## src/rtl/fifo_pkg.sv

```systemverilog
// Shared FIFO pointer helpers: Gray/binary conversion, side selectors and depth.
package fifo_pkg;

  localparam int SIDE_RD   = 0;
  localparam int SIDE_WR   = 1;
  localparam int PTR_MAX_W = 32;

  function automatic logic [PTR_MAX_W-1:0] bin2gray(input logic [PTR_MAX_W-1:0] b);
    return b ^ (b >> 1);
  endfunction

  // Narrower pointers are zero-extended; leading zeros decode to leading zeros.
  function automatic logic [PTR_MAX_W-1:0] gray2bin(input logic [PTR_MAX_W-1:0] g);
    logic [PTR_MAX_W-1:0] b;
    b[PTR_MAX_W-1] = g[PTR_MAX_W-1];
    for (int i = PTR_MAX_W - 2; i >= 0; i--) begin
      b[i] = b[i+1] ^ g[i];
    end
    return b;
  endfunction

  function automatic int unsigned fifo_depth(input int unsigned n);
    return 32'd1 << (n - 1);
  endfunction

endpackage

```

## src/rtl/gray_to_bin.sv

```systemverilog
// Combinational Gray-to-binary decoder, mirror of the pointer encoder.
module gray_to_bin #(
  parameter int N = 8
) (
  input  logic [N-1:0] gray_i,
  output logic [N-1:0] bin_o
);

  // Each binary bit is the XOR of all Gray bits at or above it (no ripple chain).
  for (genvar gi = 0; gi < N; gi++) begin : g_bit
    assign bin_o[gi] = ^gray_i[N-1:gi];
  end

endmodule

```

## src/rtl/gray_ptr_sync.sv

```systemverilog
// Two-flop Gray pointer synchronizer with decode, occupancy, empty/full flag
// and sticky error detection for illegal multi-bit pointer steps.
module gray_ptr_sync
  import fifo_pkg::*;
#(
  parameter int N    = 8,
  parameter int SIDE = SIDE_RD
) (
  input  logic         clk,
  input  logic         rst_n,
  input  logic [N-1:0] GrayIn,
  input  logic [N-1:0] LocalBin,
  input  logic         ErrClr,
  output logic [N-1:0] BinOut,
  output logic [N-1:0] Level,
  output logic         Flag,
  output logic         Err,
  output logic         Valid
);

  localparam int unsigned  DEPTH_INT = fifo_depth(N);
  localparam logic [N-1:0] DEPTH     = DEPTH_INT[N-1:0];
  localparam logic [N-1:0] PTR_ONE   = N'(1);
  localparam logic         FLAG_RST  = (SIDE == SIDE_RD);

  logic [N-1:0] s1_q;
  logic [N-1:0] s2_q;
  logic [N-1:0] gprev_q;
  logic [N-1:0] bin_q;
  logic [N-1:0] bin_d;
  logic [N-1:0] level_q;
  logic [N-1:0] level_d;
  logic         flag_q;
  logic         flag_d;
  logic         err_q;
  logic         err_d;
  logic [1:0]   vcnt_q;
  logic [1:0]   vcnt_d;
  logic [N-1:0] gray_step;
  logic         multi_bit;

  // Synchronizer flops live in their own blocks so constraints can target them.
  always_ff @(posedge clk or negedge rst_n) begin
    if (!rst_n) begin
      s1_q <= '0;
    end else begin
      s1_q <= GrayIn;
    end
  end

  always_ff @(posedge clk or negedge rst_n) begin
    if (!rst_n) begin
      s2_q <= '0;
    end else begin
      s2_q <= s1_q;
    end
  end

  gray_to_bin #(
    .N(N)
  ) u_gray_to_bin (
    .gray_i(s2_q),
    .bin_o (bin_d)
  );

  always_comb begin
    level_d   = (SIDE == SIDE_WR) ? (LocalBin - bin_q) : (bin_q - LocalBin);
    flag_d    = (SIDE == SIDE_WR) ? (level_d == DEPTH) : (level_d == '0);
    gray_step = s2_q ^ gprev_q;
    // More than one bit set iff clearing the lowest set bit leaves a nonzero word.
    multi_bit = (gray_step & (gray_step - PTR_ONE)) != '0;
    err_d     = (Valid && multi_bit) || (level_d > DEPTH) || (err_q && !ErrClr);
    vcnt_d    = (vcnt_q == 2'd3) ? vcnt_q : vcnt_q + 2'd1;
  end

  always_ff @(posedge clk or negedge rst_n) begin
    if (!rst_n) begin
      gprev_q <= '0;
      bin_q   <= '0;
      level_q <= '0;
      flag_q  <= FLAG_RST;
      err_q   <= 1'b0;
      vcnt_q  <= 2'd0;
    end else begin
      gprev_q <= s2_q;
      bin_q   <= bin_d;
      level_q <= level_d;
      flag_q  <= flag_d;
      err_q   <= err_d;
      vcnt_q  <= vcnt_d;
    end
  end

  assign BinOut = bin_q;
  assign Level  = level_q;
  assign Flag   = flag_q;
  assign Err    = err_q;
  assign Valid  = (vcnt_q == 2'd3);

endmodule

```

## config.mk

```make
export PLATFORM = sky130hd
export DESIGN_NAME = gray_ptr_sync
export DESIGN_NICKNAME = d
export VERILOG_FILES = /design/src/rtl/fifo_pkg.sv /design/src/rtl/gray_to_bin.sv /design/src/rtl/gray_ptr_sync.sv
export SDC_FILE = /design/constraint.sdc
export NUM_CORES = 1
export LEC_CHECK = 0
export CAP_MARGIN = 20
export CORE_AREA = 2 2 62 64
export DETAILED_ROUTE_END_ITERATION = 7
export DIE_AREA = 0 0 64 66
export DONT_BUFFER_PORTS = 1
export PLACE_DENSITY = 0.74
export SETUP_SLACK_MARGIN = 0.1
export SYNTH_ARGS = -nofsm -noshare
export SYNTH_HDL_FRONTEND = slang
export SYNTH_SLANG_ARGS = --single-unit
```

## constraint.sdc

```tcl
create_clock -name clk -period 2.9 [get_ports clk]
set_clock_uncertainty 0.05 [all_clocks]
set_input_delay 0.145 -clock clk [delete_from_list [all_inputs] [get_ports clk]]
set_output_delay 0.145 -clock clk [all_outputs]
set_load 0.05 [all_outputs]
```

## Word level (Yosys, flattened, before mapping)

Cells that the tools add are included.

| word-level totals | value |
|---|---|
| register bits | 44 |
| input port bits | 19 |
| word-level logic and storage cells | 29 |

| operators by class | value |
|---|---|
| add/subtract/negate cells | 3 |
| order comparisons | 1 |
| equality and inequality tests | 1 |
| bitwise operators | 2 |
| reductions and logical operators | 14 |

Operators by type and width:

| kind | count |
|---|---|
| bitwise AND 8 bit | 1 |
| greater-than comparator 8 bit (second input constant) | 1 |
| zero test 8 bit | 1 |
| nonzero test 8 bit | 1 |
| XOR reduction 8 bit | 1 |
| subtractor 8 x 1 -> 8 bit (second input constant) | 1 |
| subtractor 8 bit | 1 |
| XOR 8 bit | 1 |
| XOR reduction 7 bit | 1 |
| XOR reduction 6 bit | 1 |
| XOR reduction 5 bit | 1 |
| XOR reduction 4 bit | 1 |
| XOR reduction 3 bit | 1 |
| adder 2 x 1 -> 2 bit (second input constant) | 1 |
| equality test 2 bit (second input constant) | 1 |
| logical AND 1 bit | 2 |
| logical OR 1 bit | 2 |
| XOR reduction 2 bit | 1 |
| zero test 1 bit | 1 |

## Longest topological paths before layout

| logic depth | value |
|---|---|
| depth in word-level cells | 7 |
| depth in mapped cells | 10 |

## Modules after synthesis

Synthesis repeated with hierarchy kept, for this count alone.

| unflattened totals | value |
|---|---|
| cells, all modules | 135 |
| area total of the unflattened synthesis | 1,860.5 sq um |

By module, submodules not included:

| module | instances | cells an instance | area each (sq um) | seq. area each (sq um) |
|---|---|---|---|---|
| gray_ptr_sync | 1 | 125 | 1,735.4 | 1,102.3 |
| gray_to_bin | 1 | 10 | 125.1 | 0.0 |

## Least setup slack after synthesis

OpenSTA, ideal clock, no wires.

| timing path | value |
|---|---|
| kind | flip-flop to flip-flop |
| start | register bin_q[0] (netlist: BinOut[0]) |
| end | register err_q (netlist: Err) |
| arrival | 2,254 ps |
| setup slack | 450 ps |
| stages on the path, launching flop included | 11 |
| buffers on the path | 0 |
| path through | dfrtp_1 > inv_1 > ha_1 > inv_1 > fa_1 > a211oi_2 > o21bai_1 > a21oi_1 > xnor2_1 > nor4_4 > o221ai_1 |

| between the ends | value |
|---|---|
| cells in the longest elaborated chain, start to end | 4 |

Ends and longest elaborated chain:

| what | line | RTL |
|---|---|---|
| start: declaration | gray_ptr_sync.sv:29 | `logic [N-1:0] bin_q;` |
| start signal: assignment | gray_ptr_sync.sv:86 | `bin_q <= bin_d;` |
| subtractor 8 bit | gray_ptr_sync.sv:67 | `level_d = (SIDE == SIDE_WR) ? (LocalBin - bin_q) : (bin_q - LocalBin);` |
| net level_d[6] | gray_ptr_sync.sv:32 | `logic [N-1:0] level_d;` |
| greater-than comparator 8 bit | gray_ptr_sync.sv:72 | `err_d = (Valid && multi_bit) \|\| (level_d > DEPTH) \|\| (err_q && !ErrClr);` |
| logical OR 1 bit (2 in series) | gray_ptr_sync.sv:72 |  |
| net err_d | gray_ptr_sync.sv:36 | `logic err_d;` |
| end signal: assignment | gray_ptr_sync.sv:89 | `err_q <= err_d;` |
| end: declaration | gray_ptr_sync.sv:35 | `logic err_q;` |

The timed path passes the listed nets, and every way through them passes these cells.
A chain may end at the register's enable or synchronous reset.

## Worst setup path in the final report

Ends and elaborated chain as after synthesis.

==> flow_metrics.tcl <==
set metrics [dict create \
    holdPathStages 2 \
    die_h_um 66 \
    synth_nets 152 \
    avgSynthCellArea_um2 13.98 \
    floorplan.initialDensity_pct 48.80 \
    placed_cell_area_um2 1808 \
    grt_max_degree 44 \
    worstHoldStart "LocalBin[1]" \
    ys_seq_area_share_pct 62.17 \
    ys_warn_count 0 \
    dieArea_um2 4224 \
    clk_latency_ps 340 \
    cts_buffers 5 \
    rsz0062_at_grt "false" \
    p_total_mw 1.746 \
    critPathTopFamily "compound AO/OA/AOI/OAI gates" \
    finalSetupViolCount 0 \
    first_pass_iters 4 \
    endpoint_kind "flip-flop" \
    rrSetupSlack_ps 470 \
    path_clk_slew_ps 120 \
    startpoint_type "flip-flop" \
    tns_ps 0 \
    final_area_um2 2024 \
    place_congestion 0.8167 \
    reg2regPathDepth 10 \
    worst_slack_ps 473.2 \
    nets 173 \
    wl_um 2670 \
    antenna_left 0 \
    avgRoutedWirePerCell_um 13.76 \
    clockBufferDepth 2 \
    dpl.hpwl_um 1915 \
    cts_tree "yes" \
    core_area_um2 3551 \
    grt_pass1_vias 1080 \
    p_per_area_nw_per_um2 862.4 \
    finalCritPeriodShare_pct 83.68 \
    worstReg2RegEnd "Err" \
    drv_slew 0 \
    crit_buf_inv 2 \
    peakVddDrop_uv 399.8 \
    vias 974 \
    cts_setup_buffers 0 \
    cpMostUsedCell "inv_1" \
    worst_pin_slew_ps 610.8 \
    yosys-top-cells-area "dfrtp_1, ha_1, xnor2_1" \
    crit_required_ps 3070 \
    place_ws_ps 513.1 \
    root_buffer "clkbuf_4" \
    arrival_ps 2590 \
    overflow 0 \
    synth_top_area_share_pct 60.65 \
    via_per_inst 5.021 \
    fmax_mhz 412.1 \
    clock-sinks 43 \
    relSlewSlack_pct 59.28 \
    synth_seq_cells 43 \
    syn_inst 124 \
    die_w_um 64 \
    gr-usage-all-layers_pct 14.65 \
    ios 38 \
    std_cell_rows 22 \
    final_cells 194 \
    cp_max_fo 3 \
    hold_viol_final 0 \
    grt_antenna_before_repair 0 \
    syn_area_um2 1733 \
    diodes 0 \
    hold_path_end "Level[1]" \
    fill_cells 272 \
    drtIter0Drc 57 \
    yosysTopAreaCell "dfrtp_1" \
    grt_pass1_wl_um 4540 \
    numPortBuffers 0 \
    critPathSlowestCell "fa_1" \
    cp.depth 10 \
    outcome "complete, no violations" \
    area_delta_synth_final_pct 16.82 \
    p_leak_nw 0.8977 \
    synth_cell_type_count 32 \
    critPathMaxStageDelay_ps 420 \
    period_needed_ps 2427 \
    r2r_start "BinOut[0]" \
    min_path_type "input pin to flip-flop" \
    drive_gt1_share_pct 15.07 \
    h-tree-depth 2 \
    critPathKind "flip-flop to flip-flop" \
    crit_chain "inv_1, ha_1, inv_1, fa_1, a211oi_2, o21bai_1, a21oi_1, xnor2_1, nor4_4, o221ai_1" \
    cap_viol_max_count 0 \
    dp.cells 174 \
    route.detailed.drc 0 \
]
[cells by family after synthesis]
kind of cell,share of synthesized area [%]
AO/OA/AOI/OAI,7.654
XOR/XNOR,14.51
adder cells (fa/ha/maj),6.932
buffers and inverters,3.032
flip-flops,62.17
multiplexers,0.6498
AND/OR/NAND/NOR,5.054
[layout by cell type (no fill, tap or decap), types with 2 or more instances in the layout]
cell	n
a21oi_1	5
buf_4	3
clkbuf_4	5
dfrtp_1	42
dlygate4sd3_1	11
ha_1	8
inv_1	12
nand2_1	2
nand3_1	3
nor2_1	4
o21ai_0	4
xnor2_1	11
xor2_1	9
xor2_2	3
[synthesized netlist by cell type]
library cell and count:
xor2_2 3, and2_1 1, mux2_2 1, nor2b_1 1
a211oi_2 1, a21oi_1 5, dfrtp_1 42, dfstp_2 1
buf_4 1, a211oi_1 1, fa_1 1, xnor2_4 1
inv_1 12, nor4_4 1, xor2_1 9, o2111ai_1 1
a31o_2 1, nand2_1 2, nor2_1 4, ha_1 8
o21bai_1 1, nor3_1 1, a21o_1 1, o21ai_0 4
a2111oi_0 1, nand3_1 3, a31oi_1 1, o221ai_1 1
xnor2_1 11, o21ai_1 1, o22ai_1 1, or4_4 1
[cell type report]
class	instances	area [µm²]	share of cell area, %
tap	48	60.06	2.967
multi-input combinational	68	603.1	29.79
clock buffer	6	51.30	2.534
sequential	43	1077	53.21
clock inverter	2	35.03	1.731
inverter	12	45.04	2.225
timing repair buffer	15	152.6	7.540
[worst max-delay path by stage]
stage | slack, ps | endpoint | from
global route | 260 | Err | BinOut[0]
global placement | 630 | Err | BinOut[0]
detailed placement | 510 | Err | BinOut[0]
floorplan | 450 | Err | BinOut[0]
CTS | 490 | Err | BinOut[0]
finish | 470 | Err | BinOut[0]
[flip-flops by register name, summed over array words and instances, names as in the netlist]
name     count
Level        8
gprev_q      7
vcnt_q       2
Err          1
Flag         1
s2_q         8
s1_q         8
BinOut       8
[per-layer routing]
metal	share of wire [%]	global-route usage [%]
met5	0	0
met4	4.0	10.87
met3	7.0	5.792
met2	54	25.00
met1	35	14.30
[power breakdown]
| group | total (mW) | switching [mW] | leakage, nW | internal [mW] |
|---|---|---|---|---|
| Combinational | 0.391 | 0.239 | 0.358 | 0.152 |
| Clock | 0.383 | 0.179 | 0.0482 | 0.204 |
| Sequential | 0.972 | 0.280 | 0.491 | 0.691 |
| Total | 1.75 | 0.699 | 0.898 | 1.05 |
[metrics by stage]
| step | hold WS (ps) | util [%] |
|---|---|---|
| after floorplan | -200.6 | - |
| after global placement | -199.8 | 50.92 |
| after detailed placement | -199.7 | 50.92 |
| after CTS | 61.50 | 57.01 |
| after global routing | 51.41 | 57.01 |
| final | 59.25 | 57.01 |
[timing repair]
item | 4_1_cts | 5_1_grt
hold buffers | 12 | 0
hold endpoints to repair | 53 | 0
endpoints found under the setup margin | 0 | 0
gates resized for setup | 0 | 0
Power figures use the tool's default switching activity.
